[src/rtl/num_pkg.sv]
// Shared MIX constants and types for the NUM (character-to-binary) unit.
package num_pkg;
  localparam int CHAR_W     = 6;
  localparam int WORD_CHARS = 5;
  localparam int WORD_W     = CHAR_W * WORD_CHARS;
  localparam int NUM_CHARS  = 10;
  localparam int IN_W       = CHAR_W * NUM_CHARS;
  localparam int ACC_W      = WORD_W + 4;
  localparam int CNT_W      = 4;
  localparam logic [CHAR_W-1:0] DIGIT_BASE = 6'd30;

  typedef enum logic {IDLE, RUN} state_e;
endpackage

[src/rtl/num_digit10.sv]
// digit10: maps a 6-bit MIX character code to its decimal digit (code mod 10).
module digit10
  import num_pkg::*;
(
  input  logic [CHAR_W-1:0] code,
  output logic [3:0]        digit
);
  logic [CHAR_W-1:0] rem;
  assign rem   = code % CHAR_W'(10);
  assign digit = rem[3:0];
endmodule

[src/rtl/num.sv]
// MIX NUM: folds ten characters (rA:rX) MSB-first into a 30-bit magnitude.
// Define NUM_OVERFLOW_EN to add the sticky ovf output.
module num
  import num_pkg::*;
(
  input  logic              clk,
  input  logic              rst_n,
  input  logic              start,
  input  logic [IN_W-1:0]   in,
  output logic              stop,
  output logic [WORD_W-1:0] out
`ifdef NUM_OVERFLOW_EN
  , output logic            ovf
`endif
);
  state_e             state_q, state_d;
  logic [CNT_W-1:0]   count_q, count_d;
  logic [IN_W-1:0]    shift_q, shift_d;
  logic [WORD_W-1:0]  acc_q, acc_d;
  logic               stop_q, stop_d;
  logic [3:0]         d;
  logic [ACC_W-1:0]   acc_ext, prod;

  digit10 u_digit (.code(shift_q[IN_W-1 -: CHAR_W]), .digit(d));

  // acc*10 + d as shift-add, kept at full width so the wrap is observable
  assign acc_ext = {{(ACC_W-WORD_W){1'b0}}, acc_q};
  assign prod    = (acc_ext << 3) + (acc_ext << 1) + ACC_W'(d);

  always_comb begin
    state_d = state_q;
    count_d = count_q;
    shift_d = shift_q;
    acc_d   = acc_q;
    stop_d  = 1'b0;
    if (start) begin
      state_d = RUN;
      count_d = '0;
      shift_d = in;
      acc_d   = '0;
    end else if (state_q == RUN) begin
      acc_d   = prod[WORD_W-1:0];
      shift_d = shift_q << CHAR_W;
      count_d = count_q + 4'd1;
      if (count_q == CNT_W'(NUM_CHARS - 1)) begin
        state_d = IDLE;
        stop_d  = 1'b1;
      end
    end
  end

  always_ff @(posedge clk or negedge rst_n) begin
    if (!rst_n) begin
      state_q <= IDLE;
      count_q <= '0;
      shift_q <= '0;
      acc_q   <= '0;
      stop_q  <= 1'b0;
    end else begin
      state_q <= state_d;
      count_q <= count_d;
      shift_q <= shift_d;
      acc_q   <= acc_d;
      stop_q  <= stop_d;
    end
  end

  assign stop = stop_q;
  assign out  = acc_q;

`ifdef NUM_OVERFLOW_EN
  logic ovf_q, ovf_d;

  always_comb begin
    ovf_d = ovf_q;
    if (start)
      ovf_d = 1'b0;
    else if (state_q == RUN)
      ovf_d = ovf_q | (|prod[ACC_W-1:WORD_W]);
  end

  always_ff @(posedge clk or negedge rst_n) begin
    if (!rst_n) ovf_q <= 1'b0;
    else        ovf_q <= ovf_d;
  end

  assign ovf = ovf_q;
`else
  logic unused_hi;
  assign unused_hi = |prod[ACC_W-1:WORD_W];
`endif
endmodule

[config.mk]
export PLATFORM = sky130hd
export DESIGN_NAME = num
export DESIGN_NICKNAME = d
export VERILOG_FILES = /design/src/rtl/num_pkg.sv /design/src/rtl/num_digit10.sv /design/src/rtl/num.sv
export SDC_FILE = /design/constraint.sdc
export NUM_CORES = 1
export LEC_CHECK = 0
export ABC_CLOCK_PERIOD_IN_PS = 11100
export BUFFER_PORTS_ARGS = -buffer_cell sky130_fd_sc_hd__clkbuf_2
export CORE_MARGIN = 10
export CORE_UTILIZATION = 38
export CTS_BUF_LIST = sky130_fd_sc_hd__clkbuf_4 sky130_fd_sc_hd__clkbuf_8
export DETAILED_ROUTE_END_ITERATION = 8
export PLACE_DENSITY = 0.69
export SLEW_MARGIN = 5
export SYNTH_ARGS = -nofsm -noshare
export SYNTH_HDL_FRONTEND = slang
export SYNTH_SLANG_ARGS = --single-unit
[constraint.sdc]
create_clock -name clk -period 11.1 [get_ports clk]
set_input_delay 0.555 -clock clk [delete_from_list [all_inputs] [get_ports clk]]
set_output_delay 0.555 -clock clk [all_outputs]
set_load 0.05 [all_outputs]
# Word level (Yosys, flattened, before mapping)

Index checks and enable logic that the tools add are counted.

Bits in registers: 96
Output and inout bits: 31
Input bits: 63

Reduce and logical (&&, ||, !) cells: 1
Add/sub/neg operators: 3
Div/mod/pow operators: 1
Eq/ne operators: 1
Mux-type cells: 12

Operator list:

| cell                  | count |
|---|---|
| $mux W60              | 2 |
| $mux W30              | 2 |
| $add A30 B30 Y30      | 1 |
| $add A30 B4 Y30       | 1 |
| $mux W4               | 2 |
| $mod A6 B4 Y6 const B | 1 |
| $mux W1               | 6 |
| $add A4 B1 Y4 const B | 1 |
| $eq A4 B4 Y1 const B  | 1 |
| $reduce_bool A2 Y1    | 1 |

# Depth between registers and ports, before layout

Depth in word-level cells: 4
Depth in mapped cells: 20

# By module

Synthesis repeated with hierarchy kept, for this count alone.

Cells, all modules: 677
Area total of the unflattened synthesis: 6297.3 sq um

Modules (own cells, without submodules):

| module  | times used | area each (sq um) | seq. area each (sq um) | cells an instance |
|---|---|---|---|---|
| num     | 1          | 6005.8            | 2402.3                 | 634 |
| digit10 | 1          | 291.5             | 0.0                    | 43 |

# Worst setup path after synthesis

No wires, ideal clock.

Path type: reg2reg
From: reg shift_q[56]
To: reg acc_q[26], in the netlist out[26]
Arrival time: 3.685 ns
Required time: 11.013 ns
Path buffers: 1
Path slack: 7.329 ns
Setup time: 0.087 ns
Cell stages (with the launch flop): 20
Cell sequence: dfrtp_1 clkbuf_1 nand2b_1 o21ai_0 a21oi_1 ha_1 nor2_1 nand2_1 o21ai_0 a22o_1 a21oi_1 fa_1 inv_1 fa_1 nand3_1 a21oi_2 o2111a_1 o21a_1 or3_1 o211ai_1

Word-level cells in the longest chain between the ends: 4

RTL lines:

| item                     | RTL line         | text |
|---|---|---|
| start: declaration       | num.sv:18        | `logic [IN_W-1:0] shift_q, shift_d;` |
| start signal: assignment | num.sv:62        | `shift_q <= shift_d;` |
| $mod A6 B4 Y6            | num_digit10.sv:9 | `assign rem = code % CHAR_W'(10);` |
| $add A30 B4 Y30          | num.sv:28        | `assign prod = (acc_ext << 3) + (acc_ext << 1) + ACC_W'(d);` |
| $mux W30                 | num.sv:41        | `end else if (state_q == RUN) begin` |
| $mux W30                 | num.sv:36        | `if (start) begin` |
| end signal: assignment   | num.sv:57        | `acc_q <= '0;` |
| end signal: assignment   | num.sv:63        | `acc_q <= acc_d;` |
| end: declaration         | num.sv:19        | `logic [WORD_W-1:0] acc_q, acc_d;` |

Every way passes these cells. The select of a mux whose other input is x is not followed.
A chain may end at the register's enable or synchronous reset.

# Worst setup path in the final report

From: reg shift_q[59]
To: reg acc_q[25], in the netlist out[25]

Same word-level chain as after synthesis.

==> results.json <==
{
  "wl_per_cell_um": 15.96,
  "rrSetupSlack_ps": 6890,
  "p_sw_share_pct": 48.50,
  "start_util_pct": 39.05,
  "h-tree-depth": 3,
  "cts_tree": "done",
  "r2r_cells": 19,
  "synth-edff-count": 0,
  "cts_resized": 0,
  "worst_setup_path_start_kind": "register",
  "path_clk_slew_ps": 100,
  "mostFrequentLayoutCells": "100 x nand2_1, 95 x dfrtp_1, 91 x clkbuf_2",
  "postCtsSetupRepairBufs": 0,
  "drtIter0Drc": 352,
  "root_buffer": "clkbuf_8",
  "n_antenna_cell": 0,
  "cp.depth": 19,
  "grt_pass1_vias": 5303,
  "core_mm2": 0.01670,
  "seq_area_mm2": 0.002406,
  "clk-insertion-delay-late_ps": 390,
  "ys_ff_latch": 96,
  "grtUsageTotal_pct": 14.29,
  "fin_skew_ps": 11.13,
  "grt_max_degree": 115,
  "vias_per_cell": 5.398,
  "final_area_mm2": 0.007279,
  "crit_path_max_fanout": 16,
  "vias": 5425,
  "multiInputGateArea_mm2": 0.003870,
  "layout_min_cycle_time_ps": 4214,
  "grt_first_pass_wirelength_um": 26810,
  "seqPwrFrac_pct": 33.1,
  "comb_power_share_pct": 51.2,
  "drv_cap": 0,
  "routed_wl_um": 16040,
  "crit_path_end_kind": "register",
  "io-pin-count": 94,
  "holdBufCountCts": 0,
  "rsz0062_at_grt": "no",
  "area_delta_synth_final_pct": 11.63,
  "ys_seq_area_share_pct": 36.84,
  "synth_fp_nets": 841,
  "switching_power_uw": 700.2,
  "netlist_area_mm2": 0.006521,
  "utilization_pct": 43.59,
  "critPathTopFamily": "compound AO/OA/AOI/OAI gates",
  "cts_max_path_buffers": 2,
  "die_x_um": 151,
  "yosys_most_used_dff": "dfrtp_1",
  "cts.sink_count": 96,
  "finalSetupViolCount": 0,
  "cp.required_ps": 11380,
  "rows": 47,
  "outcome": "finished, final reports clean",
  "fmax_mhz": 237.3,
  "fin_tns_setup_ps": 0,
  "hold_path.class": "input port to async pin",
  "critPathKind": "register to register",
  "dr.pass1.iters": 5,
  "critPathBufInv": 1,
  "fin_nets": 902,
  "io_buffers": 93,
  "drive_above_1_share_pct": 17.45,
  "finalHoldViolations": 0,
  "ant_nets": 0,
  "powerDensity_mw_per_mm2": 198.3,
  "cts_inserted_buffers": 9,
  "placed_area_mm2": 0.007097,
  "rr_startpoint": "shift_q[59]",
  "avgSynthCellArea_um2": 9.070,
  "power_uw": 1443,
  "cp_cell_sequence": "nor2b_1, nand3_1, o21ai_0, a21oi_1, ha_1, nor2_1, nand2_1, o21ai_0, a22o_1, a21oi_1, fa_1, inv_1, ha_1, a211oi_2, o211ai_2, and3_4, o21ai_2, nand2_1, a211o_1",
  "async_reset_ff_share_pct": 100.0,
  "die_h_um": 151,
  "grt_overflow": 0,
  "slew_headroom_pct": 35.23,
  "drv_slew": 0,
  "ys_types": 64,
  "ir_drop_v": 0.0001035,
  "place.gp.congestion": 0.8922,
  "antenna_found_initial": 0,
  "internal_power_uw": 743.3,
  "post-dp-hpwl_um": 11730,
  "nFillCells": 1654,
  "worst_slew_pin_slew_ps": 968.0,
  "die_area_mm2": 0.02280,
  "cp_slowest_cell": "dfrtp_1",
  "p_leak_uw": 0.003819,
  "synth_cells": 719,
  "crit_arrival_ps": 4490,
  "fin_crit_sh_pct": 37.96,
  "ys_warn_count": 0,
  "drc": 0,
  "clockPowerShare_pct": 15.7,
  "max_stage_delay_ps": 650,
  "r2r-end": "out[25]",
  "layout_commonest_cell": "nand2_1"
}
==> synthesized netlist by cell type, types with 8 or more instances <==
cell | n | area share [%]
a21o_1 | 10 | 1.2
a21oi_1 | 38 | 2.9
buf_2 | 13 | 1.0
clkbuf_1 | 31 | 1.8
dfrtp_1 | 96 | 37
ha_1 | 57 | 11
inv_1 | 14 | 0.81
mux2i_1 | 66 | 10
nand2_1 | 100 | 5.8
nand2b_1 | 14 | 1.3
nand3_1 | 13 | 1.0
nand4_1 | 8 | 0.77
nor2_1 | 44 | 2.5
nor3_1 | 11 | 0.84
o211ai_1 | 11 | 1.3
o21ai_0 | 87 | 6.7
xnor2_1 | 10 | 1.3
==> power groups by stage <==
stage	logic (uW)	registers, uW	clock network (uW)
2_1_floorplan	439	599	0
3_3_place_gp	730	485	0
3_5_place_dp	741	486	0
4_1_cts	743	480	237
5_1_grt	817	488	249
6_report	739	478	227
==> per-layer routing <==
| metal | part of all wire (%) | track usage (%) | up-vias |
|---|---|---|---|
| li1 | - | - | 2719 |
| met5 | 0 | 0 | - |
| met3 | 7.4 | 4.206 | 19 |
| met1 | 48 | 19.66 | 2526 |
| met2 | 44 | 21.36 | 161 |
| met4 | 1.5 | 3.850 | 0 |
==> worst register-to-register path, cell delays in order, from the launching register on <==
cell and delay (ps):
dfrtp_1 650, nor2b_1 280, nand3_1 100, o21ai_0 90
a21oi_1 60, ha_1 230, nor2_1 140, nand2_1 70
o21ai_0 100, a22o_1 150, a21oi_1 80, fa_1 490
inv_1 70, ha_1 340, a211oi_2 300, o211ai_2 150
and3_4 210, o21ai_2 260, nand2_1 110, a211o_1 260
==> how the worst max path moves through the flow <==
stage                     start      end  slack [ps]
global placement    shift_q[59]  out[25]        7090
detailed placement  shift_q[59]  out[20]        6970
CTS                 shift_q[59]  out[20]        6940
finish              shift_q[59]  out[25]        6890
global route        shift_q[59]  out[25]        6460
floorplan           shift_q[56]  out[26]        7330
==> metrics by stage <==
| step | setup WS [ps] | hold WS [ps] | cells |
|---|---|---|---|
| after floorplan | 7329 | 259.4 | 719 |
| after global placement | 7088 | 511.8 | 989 |
| after detailed placement | 6974 | 516.1 | 989 |
| after CTS | 6939 | 142.2 | 1005 |
| after global routing | 6461 | 162.9 | 1005 |
| final | 6886 | 141.4 | 1005 |
==> area by class of cell <==
type                    count  area share [%]
multi-input cells         563           53.16
flip-flops and latches     96           33.05
repair buffers             96           6.772
well taps                 220           3.781
clock buffers              10           1.805
inverters                  14          0.7219
clock inverters             6          0.7047
==> sequential cells by signal (all words and copies together) (netlist names) <==
signal   cells
out         30
state_q      1
count_q      4
stop         1
shift_q     60
==> kinds of logic after synthesis <==
| kind of cell | Yosys count | share of synthesized area (%) |
|---|---|---|
| compound gates | 206 | 20.30 |
| xor+xnor | 16 | 2.149 |
| fa+ha+maj | 59 | 11.55 |
| buf+inv | 60 | 3.818 |
| flops | 96 | 36.84 |
| mux | 66 | 10.13 |
| simple gates | 216 | 15.22 |
Power figures use the tool's default switching activity.
